**src/rtl/sram_port_arbiter_pkg.sv**
```systemverilog
// Shared definitions for the SRAM port arbiter: bus widths and the
// response owner tag encoding.
package sram_port_arbiter_pkg;

  localparam int unsigned ADDR_W = 32;
  localparam int unsigned DATA_W = 32;
  localparam int unsigned WEN_W  = 4;

  typedef enum logic [1:0] {
    OWN_NONE = 2'b00,
    OWN_IF   = 2'b01,
    OWN_MEM  = 2'b10
  } owner_t;

endpackage

```
**src/rtl/sram_rsp_router.sv**
```systemverilog
// Response router: remembers who owns the read issued last cycle, pulses
// that requester's rvalid, and holds the last read data per requester.
module sram_rsp_router
  import sram_port_arbiter_pkg::*;
(
  input  logic              clk,
  input  logic              rst,
  input  owner_t            issue_tag,
  input  logic [DATA_W-1:0] sram_rdata,
  output logic              if_rvalid,
  output logic [DATA_W-1:0] if_rdata,
  output logic              mem_rvalid,
  output logic [DATA_W-1:0] mem_rdata
);

  owner_t            tag_q;
  logic [DATA_W-1:0] if_hold_q;
  logic [DATA_W-1:0] mem_hold_q;

  // Owner of the read issued this cycle; writes and idle cycles load NONE
  always_ff @(posedge clk or posedge rst) begin
    if (rst) tag_q <= OWN_NONE;
    else     tag_q <= issue_tag;
  end

  // Capture response data into the owner's hold register
  always_ff @(posedge clk or posedge rst) begin
    if (rst) begin
      if_hold_q  <= '0;
      mem_hold_q <= '0;
    end else begin
      if (tag_q == OWN_IF)  if_hold_q  <= sram_rdata;
      if (tag_q == OWN_MEM) mem_hold_q <= sram_rdata;
    end
  end

  // The response cycle bypasses the hold register so data is visible with rvalid
  always_comb begin
    if_rvalid  = (tag_q == OWN_IF);
    mem_rvalid = (tag_q == OWN_MEM);
    if_rdata   = if_rvalid  ? sram_rdata : if_hold_q;
    mem_rdata  = mem_rvalid ? sram_rdata : mem_hold_q;
  end

endmodule

```
**src/rtl/sram_port_arbiter.sv**
```systemverilog
// Arbitrates the shared single-port SRAM between instruction fetch and data
// access. Data wins by default; define SRAM_ARB_FAIR_EN to force a waiting
// fetch through after MAX_STREAK consecutive data grants.
module sram_port_arbiter
  import sram_port_arbiter_pkg::*;
#(
  parameter int unsigned MAX_STREAK = 4
) (
  input  logic              clk,
  input  logic              rst,
  input  logic              if_req,
  input  logic [ADDR_W-1:0] if_addr,
  output logic              if_gnt,
  output logic              if_rvalid,
  output logic [DATA_W-1:0] if_rdata,
  input  logic              mem_req,
  input  logic [WEN_W-1:0]  mem_wen,
  input  logic [ADDR_W-1:0] mem_addr,
  input  logic [DATA_W-1:0] mem_wdata,
  output logic              mem_gnt,
  output logic              mem_rvalid,
  output logic [DATA_W-1:0] mem_rdata,
  output logic              sram_en,
  output logic [WEN_W-1:0]  sram_wen,
  output logic [ADDR_W-1:0] sram_addr,
  output logic [DATA_W-1:0] sram_wdata,
  input  logic [DATA_W-1:0] sram_rdata,
  output logic              stallreq_for_arb
);

  if ((MAX_STREAK < 1) || (MAX_STREAK > 15)) begin : g_bad_streak
    $error("sram_port_arbiter: MAX_STREAK out of range 1..15");
  end

  logic   if_force;
  owner_t issue_tag;

`ifdef SRAM_ARB_FAIR_EN
  logic [3:0] streak_q;

  // Count data grants won against a waiting fetch; any fetch grant or idle fetch clears
  always_ff @(posedge clk or posedge rst) begin
    if (rst)                       streak_q <= '0;
    else if (!if_req || if_gnt)    streak_q <= '0;
    else if (mem_gnt && (streak_q != 4'(MAX_STREAK)))
                                   streak_q <= streak_q + 4'd1;
  end

  assign if_force = if_req && (streak_q == 4'(MAX_STREAK));
`else
  assign if_force = 1'b0;
`endif

  // Grant selection and SRAM port mux
  always_comb begin
    mem_gnt    = mem_req && !if_force;
    if_gnt     = if_req && !mem_gnt;
    sram_en    = 1'b0;
    sram_wen   = '0;
    sram_addr  = '0;
    sram_wdata = '0;
    issue_tag  = OWN_NONE;
    if (mem_gnt) begin
      sram_en    = 1'b1;
      sram_wen   = mem_wen;
      sram_addr  = mem_addr;
      sram_wdata = mem_wdata;
      if (mem_wen == '0) issue_tag = OWN_MEM;
    end else if (if_gnt) begin
      sram_en   = 1'b1;
      sram_addr = if_addr;
      issue_tag = OWN_IF;
    end
    stallreq_for_arb = (if_req && !if_gnt) || (mem_req && !mem_gnt);
  end

  sram_rsp_router u_rsp_router (
    .clk        (clk),
    .rst        (rst),
    .issue_tag  (issue_tag),
    .sram_rdata (sram_rdata),
    .if_rvalid  (if_rvalid),
    .if_rdata   (if_rdata),
    .mem_rvalid (mem_rvalid),
    .mem_rdata  (mem_rdata)
  );

endmodule

```
**config.mk**
```make
export PLATFORM = sky130hd
export DESIGN_NAME = sram_port_arbiter
export DESIGN_NICKNAME = d
export VERILOG_FILES = /design/src/rtl/sram_port_arbiter_pkg.sv /design/src/rtl/sram_rsp_router.sv /design/src/rtl/sram_port_arbiter.sv
export SDC_FILE = /design/constraint.sdc
export NUM_CORES = 1
export LEC_CHECK = 0
export CAP_MARGIN = 10
export CORE_AREA = 2 2 107 109
export CTS_CLUSTER_DIAMETER = 100
export DETAILED_ROUTE_END_ITERATION = 8
export DIE_AREA = 0 0 109 111
export HOLD_SLACK_MARGIN = 0.02
export PLACE_DENSITY_LB_ADDON = 0.3
export SYNTH_ARGS = -nofsm -noshare
export SYNTH_HDL_FRONTEND = slang
export SYNTH_SLANG_ARGS = --single-unit
```
**constraint.sdc**
```tcl
create_clock -name clk -period 2.6 [get_ports clk]
set_clock_uncertainty 0.2 [all_clocks]
set_input_delay 0.39 -clock clk [delete_from_list [all_inputs] [get_ports clk]]
set_output_delay 0.39 -clock clk [all_outputs]
set_load 0.01 [all_outputs]
```
== Yosys cells after proc, flatten, opt, wreduce, memory -nomap -nowiden ==
Cells that the tools add are included.
Storage, ports and cells
  word-level logic and storage cells: 21
  input port bits: 136
  bits in registers: 66
  output and inout bits: 138
Operators by class
  mux-type cells: 11
  reduce and logical (&&, ||, !) cells: 5
  eq/ne operators: 2
Operator list (count)
  32-bit two-way mux: 5
  4-bit zero test: 1
  2-bit two-way mux: 2
  4-bit two-way mux: 1
  1-bit two-way mux: 3
  2-bit by 1-bit == test with 1-bit output, second input constant: 1
  2-bit == test, second input constant: 1
  1-bit logical AND: 2
  1-bit zero test: 2

== Longest topological paths before layout ==
Gate-level depths: netlist of the first run.
  depth in word-level cells: 4
  gate-level depth with buffers: 5
  mapped depth without buffers: 2

== Cells and area by module ==
Synthesis of the first run repeated with hierarchy kept, for this count alone.
Second synthesis, totals
  cell total of the unflattened synthesis: 229
  area total of the unflattened synthesis: 3333.2 sq um
By module, submodules not included
  sram_rsp_router: instances 1, area each 2696.3 sq um, cells an instance 142, seq. area each 1651.6 sq um
  sram_port_arbiter: instances 1, area each 636.9 sq um, cells an instance 87, seq. area each 0.0 sq um

== Least setup slack after synthesis of the first run ==
Ideal clock, no wire load.
  kind: in2out
  start: input mem_req
  end: output sram_addr[22]
  buffers on the path: 3
  stages: 5
  path slack: 899 ps
  required time: 2010 ps
  arrival: 1111 ps
  cells stage by stage: buf_2 -> nor2b_1 -> buf_2 -> buf_4 -> a22o_1
On the way
  cells in the longest elaborated chain, start to end: 4
RTL lines
  start, declared: RTL line sram_port_arbiter.sv:16  | input logic mem_req,
  1-bit zero test
  1-bit logical AND: RTL line sram_port_arbiter.sv:57  | if_gnt = if_req && !mem_gnt;
  via if_gnt: RTL line sram_port_arbiter.sv:13  | output logic if_gnt,
  32-bit two-way mux: RTL line sram_port_arbiter.sv:69  | end else if (if_gnt) begin
  32-bit two-way mux: RTL line sram_port_arbiter.sv:63  | if (mem_gnt) begin
  end, declared: RTL line sram_port_arbiter.sv:25  | output logic [ADDR_W-1:0] sram_addr,
The timed path passes the listed nets, and every way through them passes these cells.

== Worst setup path in the final report of the first run ==
  start: register u_rsp_router.tag_q[0]
  end: output mem_rdata[2]
On the way
  cells in the longest elaborated chain, start to end: 2
RTL lines
  start, declared: RTL line sram_rsp_router.sv:16  | owner_t tag_q;
  start signal, assigned: RTL line sram_rsp_router.sv:23  | else tag_q <= issue_tag;
  2-bit == test: RTL line sram_rsp_router.sv:40  | mem_rvalid = (tag_q == OWN_MEM);
  32-bit two-way mux: RTL line sram_rsp_router.sv:42  | mem_rdata = mem_rvalid ? sram_rdata : mem_hold_q;
  end, declared: RTL line sram_port_arbiter.sv:22  | output logic [DATA_W-1:0] mem_rdata,
Every way passes these cells.

==> results of run 1 <==
[per-stage QoR]
stage / instances / hold WS, ns / util [%] / TNS, ns / total power (W)
3_5_place_dp: 633 / 0.278 / 55.9 / -0.425 / 0.00273
3_3_place_gp: 633 / 0.275 / 55.9 / -0.817 / 0.00271
5_1_grt: 652 / 0.155 / 59.7 / -0.995 / 0.00395
2_1_floorplan: 229 / 0.293 / - / 0 / 0.00189
4_1_cts: 650 / 0.140 / 58.6 / -0.149 / 0.00382
6_report: 652 / 0.140 / 59.7 / 0 / 0.00376
[kinds of logic (layout without fill, tap and decap cells)]
logic type	count (synthesis)	count (layout)
buffers and inverters	23	303
DFF	66	66
and+or+nand+nor	44	44
AOI/OAI and AO/OA	32	32
muxes	64	64
[placed cells by master (no fill, tap or decap)]
cell type	instances
a22o_1	32
and2_1	38
buf_12	5
buf_16	1
buf_2	1
buf_4	2
buf_6	2
clkbuf_1	3
clkbuf_16	11
clkbuf_8	1
clkdlybuf4s50_1	227
clkinv_2	3
dfrtp_1	66
dlygate4sd2_1	14
dlymetal6s2s_1	31
inv_1	1
inv_2	1
mux2_2	6
mux2_4	58
nand2b_2	1
nor2b_1	1
nor2b_4	2
nor4_1	1
or2_2	1
[per-layer routing]
metal / vias up / GRT usage [%] / routed length (µm)
li1: 1354 / - / -
met1: 1428 / 19.4 / 4080
met2: 150 / 34.8 / 6430
met3: 21 / 7.05 / 1020
met4: 0 / 7.78 / 397
met5: - / 0 / 0
[sequential cells by signal, indices dropped and copies added (netlist names)]
register	count
u_rsp_router.tag_q	2
u_rsp_router.if_hold_q	32
u_rsp_router.mem_hold_q	32
[worst max-delay path by stage]
stage                                end  slack (ns)                  start  depth (start not counted)
6_report                    mem_rdata[2]       0.007  u_rsp_router.tag_q[0]                          4
5_1_grt                     mem_rdata[2]       -0.06  u_rsp_router.tag_q[0]                          4
4_1_cts                    sram_addr[21]       -0.05                 if_req                          5
3_5_place_dp                sram_addr[3]       -0.06                 if_req                          5
3_3_place_gp                sram_addr[3]       -0.08                 if_req                          5
2_1_floorplan  u_rsp_router.if_hold_q[0]        0.36                    rst                          1
[layout make-up]
cell class	count	area [µm²]	area share (%)
Tap cell	143	179	2.70
Timing Repair Buffer	285	3000	45.4
Inverter	2	7.51	0.113
Clock inverter	3	15.0	0.227
Multi-Input combinational cell	140	1510	22.8
Clock buffer	13	250	3.78
Sequential cell	66	1650	25.0
[report_power, final]
part | switching, W | internal [W]
Combinational | 0.000494 | 0.000914
Sequential | 0.0000571 | 0.00122
Clock | 0.000402 | 0.000666
[repair_timing]
action,CTS,global route
pin swaps,0,0
gates resized for setup,18,34
gates cloned,1,2
setup endpoints to repair,30,39
hold buffers,0,0
==> results by group, run 1 <==
STA
  • Period utilization: 99.7%
  • Fmax: 386 MHz
  • Max transition margin: 75.8%
  • Final count of pins violating max slew: 0
  • Worst Setup Slack, final: 0.00684 ns
  • Worst-margin pin slew: 0.363 ns
  • RSZ-0062 raised after global routing: yes
  • Final hold vios: 0
  • Setup violators final: 0
  • Minimum clock period: 2.59 ns

Global routing
  • Vias in the first global route: 3303
  • Initial antenna violation count: 0
  • Total GRT Usage: between 10% and 20%
  • First-pass GRT wire length: 17600 µm
  • Global route overflow: 0
  • Largest net degree at the start of global routing: 52

Critical path
  • Crit. End Element: output pin
  • CP Launch Type: flip-flop
  • Cell family with most CP delay: buffers and inverters
  • Slowest cell on crit path: clkdlybuf4s50_1
  • Worst EP required: between 2 and 2.5 ns
  • Reg-to-reg slack, setup: 1.09 ns
  • CP max stage delay: roughly 0.50 ns
  • Critical path, cell by cell: nand2b_2 > clkbuf_16 > mux2_4 > clkdlybuf4s50_1
  • Worst reg2reg path depth: 3
  • Worst r2r src: u_rsp_router.tag_q[0]
  • CP bufs+invs: 2
  • R2r endpoint: u_rsp_router.mem_hold_q[15]
  • Worst-path maximum fanout: 16
  • CP arrival: about 2.0 ns
  • Crit Path Category: flip-flop to output pin

Cells and area
  • NumNets Final: 640
  • Fill cells: 879
  • Finished Cell Area: 6620 µm²
  • N_diodes: 0
  • Proportion of layout cells with a drive suffix above 1: 18.7%
  • P&R area growth vs syn: 100%

Die
  • DIE HEIGHT: 111 µm
  • Core area: 11100 µm²
  • Starting Density: 29.8%
  • Die area: around 12000 µm²
  • Io pins: 274
  • Die extent in x: 109 µm
  • Num rows: 39

Logic synthesis
  • Most frequent cell after synthesis: dfrtp_1
  • Main synth FF type: dfrtp_1
  • Largest family of logic cells by synthesized area: multiplexers
  • Number of flops mapped to enable cells by yosys: 0
  • Yosys warns: 0
  • Netlist cell types: 14
  • Mux cell area share after synthesis: between 20% and 30%
  • Syn Area/Cell: 14.4 µm²
  • Register area share after synthesis: 50.0%
  • FF+latch count, synth: 66
  • Synth async-reset ratio: 100%
  • Post-synth top area share: 50.0%
  • Fraction of the mapped netlist area in simple logic gates: about 8.3%
  • Syn Nets: 365
  • Xor and xnor area share after synthesis: 0%
  • Synth Area in Adders: 0%
  • Post-Syn Area: 3310 µm²
  • Synth Instances: 229
  • Compound-Gate Fraction of Synth Area: 8.48%
  • Commonest cells post-synth: dfrtp_1, mux2_4, and2_1
  • Post-synth top area cell: dfrtp_1
  • Main area contributors after synthesis: dfrtp_1, mux2_4, a22o_1

Power and ir drop
  • PD cells: 568 nW/µm²
  • Maximum vdd drop: about 0.45 mV
  • Static leakage: 3.21 nW

Placed design
  • IO Port Bufs: roughly 270
  • Final GP Congestion: 0.875
  • Post-Place Setup Slack: -0.0578 ns
  • Post-DP HPWL: 9170 µm
  • Dpl cell area: 6190 µm²

Route
  • DRC Markers: 0
  • Total Wirelength: 11900 µm
  • Post-route ant nets: 0
  • DR vias: 2953
  • DRT iter0 DRCs: ~120
  • Routed len/inst: 18.3 µm
  • Detailed Routing Iterations Pass 1: 4
  • Vias per Instance: ~4.5

Job
  • MaxCap Viol Count: 0

Clock tree
  • TritonCTS clock tree: done
  • CTS root buffer: clkbuf_16
  • Worst-skew pair later-pin latency: 0.32 ns
  • TritonCTS Buffers: 9
  • CTS H-tree lvls: 3
  • Longest Clk Path Bufs: 2
  • Clock-pin slew on the worst setup and hold paths: approximately 0.05 ns
  • Clock Sinks: 66
  • Post-CTS setup buffer count: 0

Hold path
  • Hold crit path type: input port to async pin

Status
  • Status: completed
Note: power is estimated with default switching activity, not from simulation.
==> run 2, diff against run 1 <==
--- a/config.mk
+++ b/config.mk
@@ -5,6 +5,7 @@
 export SDC_FILE = /design/constraint.sdc
 export NUM_CORES = 1
 export LEC_CHECK = 0
+export ABC_CLOCK_PERIOD_IN_PS = 2650
 export CAP_MARGIN = 10
 export CORE_AREA = 2 2 107 109
 export CTS_CLUSTER_DIAMETER = 100
==> constraint.sdc (replaced) <==
create_clock -name clk -period 2.65 [get_ports clk]
set_clock_uncertainty 0.2 [all_clocks]
set_input_delay 0.3975 -clock clk [delete_from_list [all_inputs] [get_ports clk]]
set_output_delay 0.3975 -clock clk [all_outputs]
set_load 0.01 [all_outputs]
==> run 2 against run 1 <==
Against the previous run: setup slack improved by 0.045 ns; utilization increased by 0.68 points; hold slack improved by 0.0022 ns; routed wire length increased by 0.70%; design area increased by 1.1%; die area unchanged; first-iteration DRC count increased by 4.1%; clock power increased by 15%; register-to-register slack improved by 0.02 ns; total power increased by 3.5%.
==> results by group, run 2 (synthesis gave the netlist of run 1 again) <==
Status
  • Status: completed

Global routing
  • Vias in the first global route: 3253 (-1.5%)
  • Total GRT Usage: 19.3% (+0.14 points)
  • First-pass GRT wire length: 17600 µm (+0.20%)
  • Largest net degree at the start of global routing: 52 (unchanged)
  • Global route overflow: 0 (unchanged)
  • Initial antenna violation count: 0 (unchanged)

Cells and area
  • Layout Cells excl Fill: 654 (+0.31%)
  • P&R area growth vs syn: 102%
  • Most frequent cells in the layout: clkdlybuf4s50_1, dfrtp_1, mux2_4
  • Fill cells: 888 (+1.0%)
  • NumNets Final: 642 (+0.31%)
  • Most common cell after layout, fill and taps aside: clkdlybuf4s50_1
  • Multi-input gate area: 1510 µm² (unchanged)
  • Finished Cell Area: 6690 µm² (+1.1%)
  • N_diodes: 0 (unchanged)
  • Largest regs: u_rsp_router.if_hold_q x32, u_rsp_router.mem_hold_q x32, u_rsp_router.tag_q x2
  • Register area: 1650 µm² (unchanged)
  • Proportion of layout cells with a drive suffix above 1: 19.2% (+0.51 points)

Critical path
  • CP Launch Type: input port
  • Most common cell on crit path: clkdlybuf4s50_1
  • Worst reg2reg path depth: 4 (+1)
  • Crit Path Category: input port to output pin
  • R2r endpoint: u_rsp_router.if_hold_q[0]
  • Slowest cell on crit path: clkdlybuf4s50_1
  • Worst EP required: 2.05 ns (+0.04 ns)
  • CP max stage delay: 0.56 ns (+0.06 ns)
  • Crit. End Element: output pin
  • Reg-to-reg slack, setup: 1.11 ns (+0.02 ns)
  • Cell family with most CP delay: buffers and inverters
  • CP arrival: 2.00 ns (about the same)
  • Worst-path maximum fanout: 16 (unchanged)
  • Worst r2r src: u_rsp_router.tag_q[1]
  • CP bufs+invs: 3 (+1)
  • Critical path, cell by cell: clkdlybuf4s50_1 > nor2b_4 > clkbuf_16 > a22o_1 > clkdlybuf4s50_1

Clock tree
  • Worst-skew pair later-pin latency: 0.32 ns (about the same)
  • TritonCTS clock tree: done
  • Clock-pin slew on the worst setup and hold paths: 0.05 ns (about the same)
  • Longest Clk Path Bufs: 2 (unchanged)
  • TritonCTS Buffers: 9 (unchanged)
  • Hold-fix buffers, CTS: 0 (unchanged)
  • Clock Sinks: 66 (unchanged)
  • CTS root buffer: clkbuf_16
  • CTS H-tree lvls: 3 (unchanged)

Route
  • Routed len/inst: 18.4 µm (+0.40%)
  • DR vias: 2957 (+0.14%)
  • Detailed Routing Iterations Pass 1: 4 (unchanged)
  • DRT iter0 DRCs: 127 (+4.1%)
  • DRC Markers: 0 (unchanged)
  • Total Wirelength: 12000 µm (+0.70%)
  • Post-route ant nets: 0 (unchanged)
  • Vias per Instance: 4.52 (-0.17%)

Placed design
  • Final GP Congestion: 0.855 (-2.3%)
  • Post-DP HPWL: 9300 µm (+1.5%)
  • Dpl cell area: 6190 µm² (unchanged)
  • Dpl cells: 633 (unchanged)
  • IO Port Bufs: 273 (unchanged)

STA
  • Final TNS setup: 0 ns (unchanged)
  • Worst-margin pin slew: 0.358 ns (-0.00532 ns)
  • Final hold vios: 0 (unchanged)
  • Minimum clock period: 2.60 ns
  • Final count of pins violating max slew: 0 (unchanged)
  • Setup violators final: 0 (unchanged)
  • Hold WS: 0.142 ns (+0.00222 ns)
  • Max transition margin: 76.1% (+0.35 points)
  • Fmax: 385 MHz
  • RSZ-0062 raised after global routing: no
  • Period utilization: 98.0%

Hold path
  • Hold crit path type: input port to async pin

Die
  • Core area: 11100 µm² (unchanged)
  • Die area: 12100 µm² (unchanged)
  • Io pins: 274 (unchanged)
  • Starting Density: 29.8% (unchanged)
  • DIE HEIGHT: 111 µm (unchanged)
  • Num rows: 39 (unchanged)
  • Die extent in x: 109 µm (unchanged)

Job
  • MaxCap Viol Count: 0 (unchanged)

Power and ir drop
  • Static leakage: 3.17 nW (-1.2%)
  • Maximum vdd drop: 0.389 mV (-14%)
  • PD cells: 581 nW/µm² (+2.4%)
  • Overall Power: 0.00389 W (+3.5%)
-- run 2: cell count changes in the layout (fill, tap and decap cells not counted), sizes merged --
cell,delta
dlygate4sd2,-14
clkdlybuf4s50,+17
clkbuf,+3
bufinv,+1
dlymetal6s2s,-3
buf,+1
clkinv,-3
-- run 2: report_power, final --
group          switching (W)  internal, W  total, W
logic               0.000491     0.000913   0.00140
registers          0.0000573      0.00120   0.00126
clock network       0.000396     0.000831   0.00123
-- run 2: worst max path at each step --
stage                start                        end  slack, ns  depth (start not counted)
floorplan              rst  u_rsp_router.if_hold_q[0]       0.40                          1
global placement    if_req               sram_addr[3]      -0.01                          5
global route        if_req              sram_addr[12]       0.01                          5
detailed placement  if_req               sram_addr[3]       0.01                          5
finish              if_req              sram_addr[18]       0.05                          5
CTS                 if_req               sram_addr[3]       0.01                          5
-- run 2: area by class of cell --
| type | instances | area share [%] |
|---|---|---|
| clock buffer | 15 | 4.30 |
| clock inverter | 1 | 0.449 |
| inverter | 2 | 0.112 |
| multi-input combinational | 140 | 22.6 |
| sequential | 66 | 24.7 |
| tap | 143 | 2.67 |
| timing repair buffer | 287 | 45.2 |
-- run 2: layer usage --
layer  up-vias  share of wire (%)  GRT usage (%)
li1       1360                  -              -
met1      1411                 33           18.5
met2       157                 53           34.1
met3        29                9.0           7.88
met4         0                4.7           11.0
met5         -                  0              0
-- run 2: stage by stage --
stage / utilization [%] / setup WS, ns
after floorplan: - / 0.398
after global placement: 55.9 / -0.0132
after detailed placement: 55.9 / 0.0110
after CTS: 58.8 / 0.00963
after global routing: 60.4 / 0.0113
final: 60.4 / 0.0519
-- run 2: timing repair --
action | in CTS | in global routing
gates resized for setup | 1 | 33
setup buffers | 0 | 2
cloned | 0 | 3
endpoints found under the setup margin | 7 | 26
